### src/rtl/pmu_reader.sv
// Performance-monitor reader: atomically snapshots NUM_CNT counters on request or timer
// and streams them as a framed word sequence (header, then low/high halves) over valid/ready.
module pmu_reader #(
    parameter int NUM_CNT = 6,
    parameter int CNT_W   = 64,
    parameter int OUT_W   = 32,
    parameter int PERIOD  = 0
) (
    input  logic                     clk,
    input  logic                     rst_n,
    input  logic [NUM_CNT*CNT_W-1:0] cnt_in,
    input  logic                     req,
    input  logic                     delta_mode,
    output logic                     busy,
    output logic [OUT_W-1:0]         out_data,
    output logic                     out_valid,
    input  logic                     out_ready,
    output logic                     out_last,
    output logic [7:0]               seq,
    output logic [15:0]              drop_cnt
);
    localparam int IDX_W = 5;
    localparam logic [IDX_W-1:0] LAST_IDX = IDX_W'(2 * NUM_CNT);
    localparam int TMR_W = (PERIOD > 1) ? $clog2(PERIOD) : 1;

    typedef enum logic [0:0] {ST_IDLE, ST_SEND} state_t;

    state_t             state_r, state_next_s;
    logic [CNT_W-1:0]   snap_r [NUM_CNT];
    logic [CNT_W-1:0]   prev_r [NUM_CNT];
    logic [IDX_W-1:0]   idx_r, next_idx_s, cnt_sel_s;
    logic               mode_r;
    logic               busy_r, out_valid_r, out_last_r;
    logic [OUT_W-1:0]   out_data_r, word_s, header_s;
    logic [7:0]         seq_r;
    logic [15:0]        drop_cnt_r;
    logic               timer_hit_s, trig_s;
    logic               capture_s, advance_s, finish_s, drop_s;

    generate
        if (PERIOD > 0) begin : g_timer
            logic [TMR_W-1:0] timer_r;
            // Free-running sample timer, wraps after PERIOD-1
            always_ff @(posedge clk or negedge rst_n) begin
                if (!rst_n) begin
                    timer_r <= {TMR_W{1'b0}};
                end else if (timer_r == TMR_W'(PERIOD - 1)) begin
                    timer_r <= {TMR_W{1'b0}};
                end else begin
                    timer_r <= timer_r + TMR_W'(1);
                end
            end
            assign timer_hit_s = (timer_r == TMR_W'(PERIOD - 1));
        end else begin : g_no_timer
            assign timer_hit_s = 1'b0;
        end
    endgenerate

    assign trig_s   = req | timer_hit_s;
    assign header_s = {8'hA5, seq_r, 4'(NUM_CNT), 11'b0, delta_mode};

    // Selects the stream word that follows the current index
    always_comb begin
        next_idx_s = idx_r + IDX_W'(1);
        cnt_sel_s  = (next_idx_s - IDX_W'(1)) >> 1;
        word_s     = {OUT_W{1'b0}};
        for (int i = 0; i < NUM_CNT; i++) begin
            if (cnt_sel_s == IDX_W'(i)) begin
                if (next_idx_s[0]) begin
                    word_s = snap_r[i][OUT_W-1:0];
                end else begin
                    word_s = snap_r[i][CNT_W-1:OUT_W];
                end
            end else begin
                word_s = word_s;
            end
        end
    end

    // Next-state and control strobes
    always_comb begin
        state_next_s = state_r;
        capture_s    = 1'b0;
        advance_s    = 1'b0;
        finish_s     = 1'b0;
        drop_s       = 1'b0;
        case (state_r)
            ST_IDLE: begin
                if (trig_s) begin
                    capture_s    = 1'b1;
                    state_next_s = ST_SEND;
                end else begin
                    state_next_s = ST_IDLE;
                end
            end
            ST_SEND: begin
                drop_s = trig_s;
                if (out_valid_r && out_ready) begin
                    if (idx_r == LAST_IDX) begin
                        finish_s     = 1'b1;
                        state_next_s = ST_IDLE;
                    end else begin
                        advance_s    = 1'b1;
                    end
                end else begin
                    state_next_s = ST_SEND;
                end
            end
            default: state_next_s = ST_IDLE;
        endcase
    end

    // Atomic snapshot and delta base capture
    always_ff @(posedge clk or negedge rst_n) begin
        if (!rst_n) begin
            for (int i = 0; i < NUM_CNT; i++) begin
                snap_r[i] <= {CNT_W{1'b0}};
                prev_r[i] <= {CNT_W{1'b0}};
            end
        end else if (capture_s) begin
            for (int i = 0; i < NUM_CNT; i++) begin
                snap_r[i] <= delta_mode ? (cnt_in[i*CNT_W +: CNT_W] - prev_r[i])
                                        : cnt_in[i*CNT_W +: CNT_W];
                prev_r[i] <= cnt_in[i*CNT_W +: CNT_W];
            end
        end
    end

    // FSM state, stream output registers, sequence and drop counters
    always_ff @(posedge clk or negedge rst_n) begin
        if (!rst_n) begin
            state_r     <= ST_IDLE;
            idx_r       <= {IDX_W{1'b0}};
            mode_r      <= 1'b0;
            busy_r      <= 1'b0;
            out_valid_r <= 1'b0;
            out_last_r  <= 1'b0;
            out_data_r  <= {OUT_W{1'b0}};
            seq_r       <= 8'd0;
            drop_cnt_r  <= 16'd0;
        end else begin
            state_r <= state_next_s;
            if (capture_s) begin
                idx_r       <= {IDX_W{1'b0}};
                mode_r      <= delta_mode;
                busy_r      <= 1'b1;
                out_valid_r <= 1'b1;
                out_last_r  <= 1'b0;
                out_data_r  <= header_s;
            end else if (advance_s) begin
                idx_r      <= next_idx_s;
                out_data_r <= word_s;
                out_last_r <= (next_idx_s == LAST_IDX);
            end else if (finish_s) begin
                busy_r      <= 1'b0;
                out_valid_r <= 1'b0;
                out_last_r  <= 1'b0;
                out_data_r  <= {OUT_W{1'b0}};
                seq_r       <= seq_r + 8'd1;
            end
            if (drop_s && (drop_cnt_r != 16'hFFFF)) begin
                drop_cnt_r <= drop_cnt_r + 16'd1;
            end
        end
    end

    assign busy      = busy_r;
    assign out_data  = out_data_r;
    assign out_valid = out_valid_r;
    assign out_last  = out_last_r;
    assign seq       = seq_r;
    assign drop_cnt  = drop_cnt_r;

endmodule

### config.mk
export PLATFORM = sky130hd
export DESIGN_NAME = pmu_reader
export DESIGN_NICKNAME = d
export VERILOG_FILES = /design/src/rtl/pmu_reader.sv
export SDC_FILE = /design/constraint.sdc
export NUM_CORES = 2
export LEC_CHECK = 0
export ABC_CLOCK_PERIOD_IN_PS = 5450
export BUFFER_PORTS_ARGS = -buffer_cell sky130_fd_sc_hd__buf_4
export CAP_MARGIN = 40
export CORE_ASPECT_RATIO = 1.25
export CORE_UTILIZATION = 58
export DETAILED_ROUTE_END_ITERATION = 8
export PLACE_DENSITY_LB_ADDON = 0.3
export REMOVE_ABC_BUFFERS = 1
export SYNTH_ARGS = -nofsm -noshare
export SYNTH_HDL_FRONTEND = slang
export SYNTH_SLANG_ARGS = --single-unit
### constraint.sdc
create_clock -name clk -period 5.45 [get_ports clk]
set_input_delay 0.2725 -clock clk [delete_from_list [all_inputs] [get_ports clk]]
set_output_delay 0.2725 -clock clk [all_outputs]
set_load 0.02 [all_outputs]
**Yosys cells after proc, flatten, opt, wreduce, memory -nomap -nowiden**

Index checks and enable logic that the tools add are counted.

- Register bits after elaboration: 832
- Input bits: 389
- Output and inout bits: 59
- Logic and storage cells: 88

- $add $sub $neg: 10
- Eq/ne operators: 9
- Mux-type cells: 39
- Bitwise logic cells: 3
- Reduce and logical (&&, ||, !) cells: 8

Operators with widths:

| operator | count |
|---|---|
| 32-bit two-way mux | 15 |
| 64-bit two-way mux | 6 |
| 64-bit subtractor | 6 |
| 16-bit by 1-bit adder with 16-bit output (second input constant) | 1 |
| 16-bit != test (second input constant) | 1 |
| 1-bit two-way mux | 15 |
| 5-bit by 4-bit == test with 1-bit output (second input constant) | 2 |
| 5-bit two-way mux | 2 |
| 8-bit by 1-bit adder with 8-bit output (second input constant) | 1 |
| 4-bit by 2-bit == test with 1-bit output (second input constant) | 2 |
| 4-bit by 3-bit == test with 1-bit output (second input constant) | 2 |
| 5-bit by 1-bit adder with 5-bit output (second input constant) | 1 |
| 5-bit zero test | 1 |
| 5-bit by 1-bit subtractor with 5-bit output (second input constant) | 1 |
| 4-bit by 1-bit == test with 1-bit output (second input constant) | 1 |
| 2-bit nonzero test | 2 |
| 1-bit NOT | 3 |
| 3-bit AND reduction | 1 |
| 3-bit nonzero test | 1 |
| 1-bit logical AND | 2 |
| 2-bit != test (second input constant) | 1 |
| 1-bit case mux with 2 select lines | 1 |
| 2-bit AND reduction | 1 |

**Longest topological paths before layout**

- Depth in word-level cells: 11
- Gate-level depth with buffers: 16
- Gate-level depth less buffers: 16

**Worst setup path after synthesis**

No wires, ideal clock.

- Path type: input -> register
- From: input cnt_in[256]
- To: register snap_r[112] (netlist name)
- Library setup time: 133 ps
- Arrival time: 3133 ps
- Data required time: 5317 ps
- Setup slack: 2183 ps
- Cell stages on the path: 16
- Path buffers: 0
- Path through: inv_1 ha_1 inv_1 fa_1 a21o_1 a31o_2 and4_1 o21ai_1 a21oi_1 a31oi_4 o21ai_1 a311oi_1 a21oi_1 xor2_1 mux2i_1 o21ai_0

- Longest elaborated chain between the ends: 2

RTL lines:

| item | line | RTL |
|---|---|---|
| start, declared | 11 | `input logic [NUM_CNT*CNT_W-1:0] cnt_in,` |
| 64-bit subtractor | 122 | `snap_r[i] <= delta_mode ? (cnt_in[i*CNT_W +: CNT_W] - prev_r[i])` |
| 64-bit two-way mux | 122 |  |
| end signal, assigned by index | 117 | `snap_r[i] <= {CNT_W{1'b0}};` |
| end signal, assigned by index | 122 |  |
| end, declared | 29 | `logic [CNT_W-1:0] snap_r [NUM_CNT];` |

No other way between the ends.
A chain may end at the register's enable or synchronous reset.

**Final worst setup path**

- From: input cnt_in[64]
- To: register snap_r[318] (netlist name)

Same word-level chain as after synthesis.

==> tab_implementation.tex <==
\begin{tabular}{lr}
\hline
Metric & Value \\
\hline
\multicolumn{2}{l}{\textbf{Run status}} \\
\quad Run status & finished, final reports clean \\
\multicolumn{2}{l}{\textbf{Power and ir drop}} \\
\quad Clock Power Share & 0.161 \\
\quad Power per unit of standard cell area & 567.3 nW/um2 \\
\quad Psw & 18200 uW \\
\quad Internal power summed over all cells & 21460 uW \\
\quad Power consumption & 39660 uW \\
\quad Switching fraction of total power & 0.4589 \\
\quad Largest vdd supply drop & 340.1 uV \\
\quad Part of the power in combinational logic & 0.596 \\
\quad Register share of total power & 0.242 \\
\quad Leakage dissipation & 0.03286 uW \\
\multicolumn{2}{l}{\textbf{Route}} \\
\quad DRC violation count after routing & 0 \\
\quad Post-Route WL & 200200 um \\
\quad Antenna-violating nets left & 0 \\
\quad First-pass iteration count of the detailed router & 7 \\
\quad Drt via density & 6.088 \\
\quad Wire length per cell after detailed routing & 22.22 um \\
\quad Initial drt markers & 4855 \\
\quad Total number of vias & 54840 \\
\multicolumn{2}{l}{\textbf{Die}} \\
\quad Area of the core region & 100400 um2 \\
\quad Die Span Y & 357.8 um \\
\quad Die Outline Area & 102500 um2 \\
\quad Total number of placement rows & 130 \\
\quad Effective utilization at floorplan & 0.5852 \\
\quad Die Width & 286.6 um \\
\quad Number of ports placed on the die boundary & 448 \\
\multicolumn{2}{l}{\textbf{Placed design}} \\
\quad DP Area & 62980 um2 \\
\quad Global placement routability congestion & 1.001 \\
\quad Inst Count DP & 8434 \\
\quad Number of input and output port buffers inserted & 447 \\
\quad Half-perimeter wire length after detailed placement & 147700 um \\
\multicolumn{2}{l}{\textbf{Timing}} \\
\quad Clock period minus final worst setup slack & 4.091 ns \\
\quad Fin. Hold Viols & 0 \\
\quad Achievable Freq & 244.5 MHz \\
\quad Unrepaired setup endpoints after global routing & false \\
\quad Post-route worst hold slack & 0.1618 ns \\
\quad Normalized max-slew margin & 0.2399 \\
\quad Sum Neg Setup Slack & 0 ns \\
\quad Max-slew violation count & 0 \\
\quad Post-route fraction of the period consumed by the critical path & 0.7506 \\
\quad Final setup fails & 0 \\
\quad Clock skew & 0.02754 ns \\
\quad Transition time of the tightest slew-check pin & 1.140 ns \\
\multicolumn{2}{l}{\textbf{Final layout}} \\
\quad P\&R area growth vs syn & 19.05\% \\
\quad Final standard cell area without fillers & 69920 um2 \\
\quad Proportion of layout cells with a drive suffix above 1 & 0.1035 \\
\quad Layout net count & 8370 \\
\quad Final Instance Count excl. Fillers & 9009 \\
\multicolumn{2}{l}{\textbf{Critical path}} \\
\quad Start point of the critical path & cnt\_in[64] \\
\quad CP Max Fanout & 5 \\
\quad Library cell contributing the largest single delay on the critical path & sky130\_fd\_sc\_hd\_\_dlygate4sd3\_1 \\
\quad Required @ worst endpoint & 6.00 ns \\
\quad Setup CP Type & primary input to register \\
\quad Endpoint arrival time on the critical path & 4.64 ns \\
\quad Critical register-to-register path startpoint & prev\_r[256] \\
\quad Largest stage delay, worst path & 0.54 ns \\
\quad Nature of the critical path startpoint & primary input \\
\quad Sequence of cells on the critical path & dlygate4sd3\_1, buf\_4, inv\_1, ha\_1, inv\_1, fa\_1, a211oi\_1, nor4\_1, nor2\_1, a21oi\_1, o21ai\_0, a2111oi\_2, o211ai\_1, a21oi\_2, a211oi\_1, o21ai\_1, mux2i\_1, a211o\_1 \\
\quad Critical path capture point type & register \\
\multicolumn{2}{l}{\textbf{Global routing}} \\
\quad Pin count of the biggest net entering global routing & 238 \\
\quad Global-route total usage across every layer & 0.3844 \\
\quad First-pass GRT wire length & 306000 um \\
\quad Number of global-route vias before repair & 53240 \\
\quad Final global-route overflow total & 0 \\
\quad Antenna violations before repair & 36 \\
\multicolumn{2}{l}{\textbf{CTS}} \\
\quad H-tree level count & 3 \\
\quad Clock root cell & sky130\_fd\_sc\_hd\_\_clkbuf\_16 \\
\quad Number of gates resized after cts & 0 \\
\quad Number of buffers on the longest clock path & 3 \\
\quad Number of sinks handled by clock tree synthesis & 832 \\
\quad Number of CTS-inserted buffers & 90 \\
\quad Source-to-sink clock delay at the later pin of the worst-skew pair & 0.67 ns \\
\quad CTS tree & built \\
\quad Clock-pin slew on the worst setup and hold paths & 0.06 ns \\
\multicolumn{2}{l}{\textbf{Logic synthesis}} \\
\quad Sequential cell area fraction in the yosys report & 0.3545 \\
\quad Asr flop ratio synth & 1.000 \\
\quad Yosys warning total & 0 \\
\quad Synthesized instance count & 7008 \\
\quad Cell taking the most area after synthesis & sky130\_fd\_sc\_hd\_\_dfrtp\_1 \\
\quad Top post-synthesis cells by area & sky130\_fd\_sc\_hd\_\_dfrtp\_1 (35\%), sky130\_fd\_sc\_hd\_\_ha\_1 (8.2\%), sky130\_fd\_sc\_hd\_\_o21ai\_0 (7.8\%) \\
\quad Most numerous cell types in the synthesized netlist & sky130\_fd\_sc\_hd\_\_nand2\_1 (1054), sky130\_fd\_sc\_hd\_\_o21ai\_0 (912), sky130\_fd\_sc\_hd\_\_dfrtp\_1 (832), sky130\_fd\_sc\_hd\_\_a21oi\_1 (602), sky130\_fd\_sc\_hd\_\_inv\_1 (472) \\
\quad Count of cell types in the netlist & 102 \\
\quad Total of flip-flops plus latches after synthesis & 832 \\
\quad Main flop type after synthesis & sky130\_fd\_sc\_hd\_\_dfrtp\_1 \\
\quad Syn Std Cell Area & 58730 um2 \\
\quad Most instantiated library cell after synthesis & sky130\_fd\_sc\_hd\_\_nand2\_1 \\
\quad Number of enable-type register cells in the synthesized netlist & 0 \\
\quad Average instance area after synthesis & 8.381 um2 \\
\quad Area share of the leading cell type in the synthesized netlist & 0.3545 \\
\multicolumn{2}{l}{\textbf{Hold path}} \\
\quad Class of the tightest hold or removal check & primary input to register \\
\quad Origin of the worst min-delay path & delta\_mode \\
\multicolumn{2}{l}{\textbf{Flow run}} \\
\quad Number of max-cap violations & 0 \\
\hline
\end{tabular}
kinds of logic after synthesis:
group	count (synthesis)	synth area share
compound gates	2276	0.2310
xor+xnor	384	0.05726
fa+ha+maj	389	0.08364
mux	364	0.07597
buf+inv	861	0.05545
simple gates	1902	0.1422
flops	832	0.3545
area by class of cell:
type | count | area, um2
antenna | 24 | 60.06
clock buffer | 132 | 2674
clock inverter | 33 | 346.6
fill | 7981 | 30440
inverter | 474 | 1784
multi-input combinational | 5315 | 34670
sequential | 832 | 20830
tap | 1320 | 1652
timing repair buffer | 879 | 7904
worst max-delay path: cells and delay by family:
| kind | cells | cell delay, ns |
|---|---|---|
| and+or+nand+nor | 2 | 0.33 |
| buffers and inverters | 4 | 0.81 |
| muxes | 1 | 0.13 |
| AOI/OAI and AO/OA | 9 | 2.47 |
| adders and majority gates | 2 | 0.61 |
state kept, by name (all words and copies together), names as in the netlist:
register   count
prev_r       384
state_r        1
out_last       1
out_data      32
drop_cnt      16
idx_r          5
snap_r       384
seq            8
out_valid      1
cells in the final DEF (no fill, tap or decap), drive strengths merged, types with 110 or more instances in the layout:
| master | instances |
|---|---|
| mux2i | 295 |
| dfrtp | 832 |
| nor2 | 335 |
| inv | 476 |
| buf | 493 |
| nand3 | 110 |
| ha | 383 |
| a21o | 239 |
| xor2 | 142 |
| dlygate4sd3 | 386 |
| o21ai | 950 |
| xnor2 | 242 |
| nand2 | 1054 |
| clkbuf | 132 |
| a21oi | 608 |
power groups by stage:
stage          clock network, uW  logic (uW)  registers [uW]
2_1_floorplan                  0       16500            9640
3_3_place_gp                   0       22300            9600
3_5_place_dp                   0       22800            9650
4_1_cts                     6440       23200            9560
5_1_grt                     6660       25800            9770
6_report                    6390       23700            9620
per-layer routing:
layer	vias up	global-route usage	share of wire
li1	25760	-	-
met1	26470	0.4832	0.40
met2	2102	0.6293	0.47
met3	483	0.06832	0.076
met4	32	0.2089	0.060
met5	-	0	0.0012
repair_timing:
item,in CTS,in global routing
hold endpoints to repair,723,0
hold buffers,386,0
setup buffers,0,0
through the flow:
| stage | setup WS (ns) | utilization |
|---|---|---|
| after floorplan | -28.46 | - |
| after global placement | 1.373 | 0.6252 |
| after detailed placement | 1.300 | 0.6275 |
| after CTS | 1.392 | 0.6961 |
| after global routing | 1.116 | 0.6964 |
| final | 1.359 | 0.6967 |
worst paths after layout:
path	to	slack (ns)	depth (start not counted)
hold / removal	snap_r[104]	0.16	3
setup reg to reg	snap_r[318]	1.38	15
setup / recovery	snap_r[318]	1.36	18
hold reg to reg	snap_r[289]	0.48	2
max in group asynchronous	idx_r[1]	3.80	3
min in group asynchronous	snap_r[0]	0.23	2
No activity file was read; power rests on OpenSTA's default activity.
